### src/rtl/pcecd_pkg.sv
// Shared constants for the PCE CD initiator bus engine:
// bus phase codes, CDC_STAT bit masks, error codes and FSM states.
package pcecd_pkg;

    localparam logic [2:0] PHASE_BUS_FREE    = 3'd0;
    localparam logic [2:0] PHASE_COMMAND     = 3'd1;
    localparam logic [2:0] PHASE_DATA_IN     = 3'd2;
    localparam logic [2:0] PHASE_DATA_OUT    = 3'd3;
    localparam logic [2:0] PHASE_STATUS      = 3'd4;
    localparam logic [2:0] PHASE_MESSAGE_IN  = 3'd5;
    localparam logic [2:0] PHASE_MESSAGE_OUT = 3'd6;

    localparam logic [7:0] CDC_STAT_BUSY = 8'h80;
    localparam logic [7:0] CDC_STAT_REQ  = 8'h40;
    localparam logic [7:0] CDC_STAT_MSG  = 8'h20;
    localparam logic [7:0] CDC_STAT_CD   = 8'h10;
    localparam logic [7:0] CDC_STAT_IO   = 8'h08;

    localparam logic [2:0] ERR_NONE        = 3'd0;
    localparam logic [2:0] ERR_SEL_TIMEOUT = 3'd1;
    localparam logic [2:0] ERR_CMD_OVERRUN = 3'd2;
    localparam logic [2:0] ERR_DATA_OUT    = 3'd3;
    localparam logic [2:0] ERR_BUS_FREE    = 3'd4;

    typedef enum logic [2:0] {
        ST_IDLE,
        ST_SELECT,
        ST_WAIT_REQ,
        ST_SETUP,
        ST_ACK_HIGH,
        ST_WAIT_REQ_LOW,
        ST_BUS_RST
    } state_t;

endpackage

### src/rtl/pcecd_phase_decode.sv
// Maps the target-driven BSY/MSG/CD/IO lines to a bus phase code.
module pcecd_phase_decode
    import pcecd_pkg::*;
(
    input  logic       bsy,
    input  logic       msg,
    input  logic       cd,
    input  logic       io,
    output logic [2:0] phase
);

    always_comb begin
        phase = PHASE_BUS_FREE;
        if (bsy) begin
            case ({msg, cd, io})
                3'b010:  phase = PHASE_COMMAND;
                3'b001:  phase = PHASE_DATA_IN;
                3'b011:  phase = PHASE_STATUS;
                3'b111:  phase = PHASE_MESSAGE_IN;
                3'b110:  phase = PHASE_MESSAGE_OUT;
                default: phase = PHASE_DATA_OUT;
            endcase
        end
    end

endmodule

### src/rtl/pcecd_scsi_initiator.sv
// Initiator end of the CD drive link: selection, command out,
// data-in streaming, status/message capture and host bus reset.
module pcecd_scsi_initiator
    import pcecd_pkg::*;
#(
    parameter int CMD_MAX_BYTES = 10,
    parameter int SEL_TIMEOUT   = 1024,
    parameter int RST_CYCLES    = 16,
    parameter int DB_SETUP      = 1
) (
    input  logic       clk,
    input  logic       rst,
    input  logic       cmd_wr,
    input  logic [3:0] cmd_waddr,
    input  logic [7:0] cmd_wdata,
    input  logic [3:0] cmd_len,
    input  logic       cmd_start,
    input  logic       bus_reset,
    input  logic       bsy_i,
    input  logic       req_i,
    input  logic       msg_i,
    input  logic       cd_i,
    input  logic       io_i,
    input  logic [7:0] db_i,
    output logic [7:0] db_o,
    output logic       db_oe,
    output logic       sel_o,
    output logic       ack_o,
    output logic       rst_o,
    output logic       din_valid,
    output logic [7:0] din_data,
    input  logic       din_ready,
    output logic       busy,
    output logic       done,
    output logic [7:0] status_byte,
    output logic [7:0] message_byte,
    output logic [2:0] err
);

    localparam int STW = $clog2(SEL_TIMEOUT + 1);
    localparam int RCW = $clog2(RST_CYCLES + 1);
    localparam int SUW = $clog2(DB_SETUP + 1);
    localparam logic [STW-1:0] SEL_LAST   = STW'(SEL_TIMEOUT - 1);
    localparam logic [RCW-1:0] RST_LAST   = RCW'(RST_CYCLES);
    localparam logic [SUW-1:0] SETUP_LAST = SUW'(DB_SETUP - 1);
    localparam logic [3:0]     BUF_DEPTH  = 4'(CMD_MAX_BYTES);

    state_t         state;
    logic [7:0]     cmd_buf [CMD_MAX_BYTES];
    logic [3:0]     idx;
    logic [3:0]     len;
    logic           msg_got;
    logic [2:0]     phase;
    logic [2:0]     cur_phase;
    logic [STW-1:0] sel_cnt;
    logic [RCW-1:0] rst_cnt;
    logic [SUW-1:0] setup_cnt;
    logic           idx_ok;

    pcecd_phase_decode u_decode (
        .bsy   (bsy_i),
        .msg   (msg_i),
        .cd    (cd_i),
        .io    (io_i),
        .phase (phase)
    );

    assign idx_ok = (idx < len) && (idx < BUF_DEPTH);

    always_ff @(posedge clk) begin
        if (cmd_wr && !busy && cmd_waddr < BUF_DEPTH)
            cmd_buf[cmd_waddr] <= cmd_wdata;
    end

    always_ff @(posedge clk or posedge rst) begin
        if (rst) begin
            state        <= ST_IDLE;
            idx          <= '0;
            len          <= '0;
            msg_got      <= 1'b0;
            cur_phase    <= PHASE_BUS_FREE;
            sel_cnt      <= '0;
            rst_cnt      <= '0;
            setup_cnt    <= '0;
            db_o         <= '0;
            db_oe        <= 1'b0;
            sel_o        <= 1'b0;
            ack_o        <= 1'b0;
            rst_o        <= 1'b0;
            din_valid    <= 1'b0;
            din_data     <= '0;
            busy         <= 1'b0;
            done         <= 1'b0;
            status_byte  <= '0;
            message_byte <= '0;
            err          <= ERR_NONE;
        end else begin
            done <= 1'b0;
            if (bus_reset && state != ST_IDLE && state != ST_BUS_RST) begin
                sel_o     <= 1'b0;
                ack_o     <= 1'b0;
                db_oe     <= 1'b0;
                din_valid <= 1'b0;
                rst_cnt   <= '0;
                state     <= ST_BUS_RST;
            end else begin
                case (state)
                    ST_IDLE: begin
                        if (cmd_start) begin
                            err     <= ERR_NONE;
                            idx     <= '0;
                            len     <= cmd_len;
                            msg_got <= 1'b0;
                            sel_cnt <= '0;
                            busy    <= 1'b1;
                            sel_o   <= 1'b1;
                            state   <= ST_SELECT;
                        end else if (bus_reset) begin
                            busy    <= 1'b1;
                            rst_cnt <= '0;
                            state   <= ST_BUS_RST;
                        end
                    end
                    ST_SELECT: begin
                        if (bsy_i) begin
                            sel_o <= 1'b0;
                            state <= ST_WAIT_REQ;
                        end else if (sel_cnt == SEL_LAST) begin
                            sel_o <= 1'b0;
                            err   <= ERR_SEL_TIMEOUT;
                            done  <= 1'b1;
                            busy  <= 1'b0;
                            state <= ST_IDLE;
                        end else begin
                            sel_cnt <= sel_cnt + 1'b1;
                        end
                    end
                    ST_WAIT_REQ: begin
                        if (!bsy_i) begin
                            din_valid <= 1'b0;
                            done      <= 1'b1;
                            busy      <= 1'b0;
                            if (!msg_got)
                                err <= ERR_BUS_FREE;
                            state <= ST_IDLE;
                        end else if (din_valid) begin
                            // ACK is withheld until the host takes the byte
                            if (din_ready) begin
                                din_valid <= 1'b0;
                                state     <= ST_ACK_HIGH;
                            end
                        end else if (req_i) begin
                            cur_phase <= phase;
                            case (phase)
                                PHASE_COMMAND: begin
                                    db_o      <= idx_ok ? cmd_buf[idx] : 8'h00;
                                    db_oe     <= 1'b1;
                                    setup_cnt <= '0;
                                    if (!idx_ok)
                                        err <= ERR_CMD_OVERRUN;
                                    state <= ST_SETUP;
                                end
                                PHASE_DATA_IN: begin
                                    din_data  <= db_i;
                                    din_valid <= 1'b1;
                                end
                                PHASE_STATUS: begin
                                    status_byte <= db_i;
                                    state       <= ST_ACK_HIGH;
                                end
                                PHASE_MESSAGE_IN: begin
                                    message_byte <= db_i;
                                    msg_got      <= 1'b1;
                                    state        <= ST_ACK_HIGH;
                                end
                                default: begin
                                    err   <= ERR_DATA_OUT;
                                    db_o  <= 8'h00;
                                    db_oe <= 1'b1;
                                    state <= ST_ACK_HIGH;
                                end
                            endcase
                        end
                    end
                    ST_SETUP: begin
                        if (setup_cnt == SETUP_LAST)
                            state <= ST_ACK_HIGH;
                        else
                            setup_cnt <= setup_cnt + 1'b1;
                    end
                    ST_ACK_HIGH: begin
                        ack_o <= 1'b1;
                        state <= ST_WAIT_REQ_LOW;
                    end
                    ST_WAIT_REQ_LOW: begin
                        // bus free here is resolved on the next WAIT_REQ cycle
                        if (!bsy_i) begin
                            ack_o <= 1'b0;
                            db_oe <= 1'b0;
                            state <= ST_WAIT_REQ;
                        end else if (!req_i) begin
                            ack_o <= 1'b0;
                            db_oe <= 1'b0;
                            if (cur_phase == PHASE_COMMAND && idx != 4'hF)
                                idx <= idx + 1'b1;
                            state <= ST_WAIT_REQ;
                        end
                    end
                    ST_BUS_RST: begin
                        if (rst_cnt == RST_LAST) begin
                            rst_o <= 1'b0;
                            busy  <= 1'b0;
                            state <= ST_IDLE;
                        end else begin
                            rst_o   <= 1'b1;
                            rst_cnt <= rst_cnt + 1'b1;
                        end
                    end
                    default: state <= ST_IDLE;
                endcase
            end
        end
    end

endmodule
### config.mk
export PLATFORM = sky130hd
export DESIGN_NAME = pcecd_scsi_initiator
export DESIGN_NICKNAME = d
export VERILOG_FILES = /design/src/rtl/pcecd_pkg.sv /design/src/rtl/pcecd_phase_decode.sv /design/src/rtl/pcecd_scsi_initiator.sv
export SDC_FILE = /design/constraint.sdc
export NUM_CORES = 1
export LEC_CHECK = 0
export CAP_MARGIN = 25
export CORE_MARGIN = 2
export CORE_UTILIZATION = 35
export CTS_CLUSTER_SIZE = 24
export DETAILED_ROUTE_END_ITERATION = 12
export PLACE_DENSITY = 0.64
export SYNTH_ARGS = -nofsm -noshare
export SYNTH_HDL_FRONTEND = slang
export SYNTH_HIERARCHICAL = 1
export SYNTH_SLANG_ARGS = --single-unit
### constraint.sdc
create_clock -name clk -period 2.5 [get_ports clk]
set_clock_uncertainty 0.05 [all_clocks]
set_input_delay 0.25 -clock clk [delete_from_list [all_inputs] [get_ports clk]]
set_output_delay 0.25 -clock clk [all_outputs]
set_load 0.1 [all_outputs]
==> impl_metrics.csv <==
group,metric,value,unit
final_layout,fin_area,0.00870,mm²
final_layout,syn2layout_area_growth,26.0,%
run_status,status,"finished clean",
setup_path,start_kind,"register",
timing,max_clock_freq,424,MHz
timing,min_period,2360,ps
synth,yosys_warnings,6,
timing,rsz0062_at_grt,"false",
place,routabilityCongestion,0.887,
synth,synthAdderAreaFrac,1.27,%
timing,timing.final.crit_share,94.3,%
setup_path,cpMaxStageDelayCell,"or4b_4",
synth,synth-xor-area-share,1.01,%
setup_path,required,2750,ps
timing,slew-limit-headroom,65.8,%
clock_network,tritoncts,"yes",
global_route,grt_pass1_wl,24.1,mm
pwr,power_frac_comb,32.3,%
route,drc,0,
synth,synth_top_area_cell,"edfxtp_1",
global_route,antenna_found_initial,0,
synth,netlist.area_leader.share,34.8,%
clock_network,clock_path_buffers,2,
job,maxCapViolations,0,
pwr,power.net_switching,3.23,mW
setup_path,setup.worst_path.end_class,"register",
clock_network,clkTransAtPathRegs,70,ps
timing,hold_viol_final,0,
timing,tns,0,ps
synth,muxShareOfSynthArea,12.0,%
clock_network,post-cts-setup-buffer-count,0,
timing,worstMarginPinSlew,500,ps
clock_network,root_buffer,"clkbuf_16",
timing,final-max-slew-violation-count,0,
synth,ys.flop_type,"edfxtp_1",
global_route,grt_max_degree,50,
global_route,grt.total_usage,15.0,%
pwr,power,8.28,mW
setup_path,crit_fanout,8,
route,vias,4656,
clock_network,hold_buffers,0,
pwr,cellLeakagePower,3.43,nW
setup_path,max_stage_delay,580,ps
synth,synth_area,0.00691,mm²
floorplanning,core_area,0.0194,mm²
route,wl,14.8,mm
setup_path,path_class,"reg -> reg",
synth,synthSimpleGateAreaFrac,12.1,%
synth,synthTopCellsByArea,"edfxtp_1 35%, dfrtp_1 26%, mux4_2 5.2%, mux2_2 3.6%, o21ai_0 1.8%",
final_layout,fill_cells,1779,
pwr,powerDensity,952,mW/mm²
synth,synth_compound_area_share,9.75,%
min_path,min_path_type,"in -> async",
pwr,p_clk_share,29.9,%
synth,synth_most_common_cell,"edfxtp_1",
floorplanning,die_x,144,µm
floorplanning,die_area,0.0209,mm²
floorplanning,ios,77,
setup_path,crit_chain,"or4b_4 > nor3_4 > nand2_2 > or3_1 > mux2_4",
floorplanning,start_util,35.6,%
setup_path,critPathLaunch,"state[2]$_DFFE_PP0P_",
final_layout,final_util,44.9,%
pwr,p_sw_share,39.1,%
place,placed_cell_area,0.00812,mm²
route,drt_first_pass_iters,4,
place,dp_hpwl,10.6,mm
synth,synth.yosys.seq_area_share,61.2,%
synth,syn-num-nets,565,
clock_network,cts_resized,0,
synth,synth_edf_count,80,
floorplanning,rows,51,
floorplanning,die_y,144,µm
final_layout,diodes,0,
clock_network,clock_latency,430,ps
route,wl_per_cell,16.3,µm
synth,synth_cell_types,60,
pwr,p_seq_share,37.7,%
synth,ys_top_cells_by_count,"80 x edfxtp_1, 73 x dfrtp_1, 31 x nor2_1",
synth,synth_cells,523,
route,dr.first_iter.drc_count,304,
synth,ys_seq_elements,153,
global_route,grt_pass1_vias,4688,
synth,synth-async-reset-ratio,47.7,%
setup_path,cp_data_arrival_time,2610,ps
global_route,overflow,0,
pwr,p_int,5.05,mW
clock_network,cts_num_sinks,153,
setup_path,r2r-start,"state[2]$_DFFE_PP0P_",
clock_network,h-tree-depth,4,
clock_network,cts_buffers,17,
place,numPortBuffers,76,
synth,synth_top_family_by_area,"simple AND/OR/NAND/NOR gates",
final_layout,drive_above_1_share,26.7,%
final_layout,layout.nets,673,
timing,finalSetupViolCount,0,
route,drt-vias-per-instance,5.12,
synth,syn_avg_cell_area,13.2,µm²
route,ant_nets,0,
pwr,vdd_ir_drop_max,0.000464,V
## stage by stage
| stage | setup slack [ps] | instances | hold WS [ps] |
|---|---|---|---|
| finish | 143 | 909 | 148 |
| global route | 59.2 | 909 | 186 |
| detailed placement | 3.81 | 877 | 419 |
| CTS | 129 | 909 | 143 |
| floorplan | -108 | 523 | 299 |
| global placement | 62.7 | 877 | 424 |
## flip-flops by register name (all words and copies together) (netlist names), 3 cells and up
register      flops
idx               4
cmd_buf          80
cur_phase         3
state             3
len               4
err               3
din_data          8
rst_cnt           5
sel_cnt          11
db_o              8
status_byte       8
message_byte      8
## cell usage in the layout, fill, tap and decap left out, drive strengths merged, types with 3 or more instances in the layout
cell type,n
nor3,12
clkdlybuf4s50,34
inv,24
buf,84
mux2i,10
xnor2,8
nand2,23
a31oi,4
nor4b,5
a211oi,12
a21oi,24
or2,4
mux2,30
nor2b,14
and3,6
a2111oi,4
a22o,10
nor4,6
clkbuf,17
nor2,32
o21ai,26
nand3b,5
ha,7
edfxtp,80
mux4,16
o22ai,3
dfrtp,73
nand3,16
or3,4
nand4,3
clkinv,5
nor3b,3
nand2b,11
## path summary, 6_finish.rpt
kind / slack (ps) / cells past startpoint / endpoint
worst min register to register: 430 / 2 / len[0]$_DFFE_PP0P_
worst max-delay path: 140 / 5 / status_byte[5]$_DFFE_PP0P_
worst max register to register: 140 / 5 / status_byte[5]$_DFFE_PP0P_
worst min-delay path: 150 / 2 / status_byte[2]$_DFFE_PP0P_
max in group asynchronous: 1590 / 3 / db_o[4]$_DFFE_PP0P_
min in group clk: 340 / 3 / len[0]$_DFFE_PP0P_
## kinds of logic (layout without fill, tap and decap cells)
family / count (synthesis) / in the layout
simple gates: 151 / 151
fa+ha+maj: 7 / 7
flops: 153 / 153
compound gates: 103 / 103
mux: 56 / 56
xor+xnor: 8 / 8
buf+inv: 45 / 166
## layout make-up
class                      count  area, µm²  share of cell area [%]
inverter                      16       60.1                   0.690
clock buffer                  17        425                    4.89
timing repair buffer         118       1010                    11.6
tap                          265        332                    3.81
sequential                   153       4230                    48.6
clock inverter                15        153                    1.75
multi-input combinational    325       2490                    28.7
## layer usage
metal  vias to the layer above  part of all wire [%]  track usage [%]
met3                        22                   5.2             3.44
li1                       2205                     -                -
met5                         -                     0                0
met2                       151                    47             24.1
met1                      2278                    46             19.9
met4                         0                   1.5             5.47
## power groups by stage
stage	combinational [mW]	clock, mW	sequential, mW
after CTS	2.68	2.57	3.12
after global routing	2.86	2.68	3.16
after global placement	2.63	0	3.16
final	2.68	2.48	3.12
after floorplan	0.998	0	4.11
after detailed placement	2.68	0	3.18
## critical path, delay by kind of cell (launching register included)
| kind | cells | cell delay [ps] |
|---|---|---|
| AND/OR/NAND/NOR | 4 | 1420 |
| flip-flops | 1 | 390 |
| multiplexers | 1 | 380 |
(Power assumes the default switching activity.)
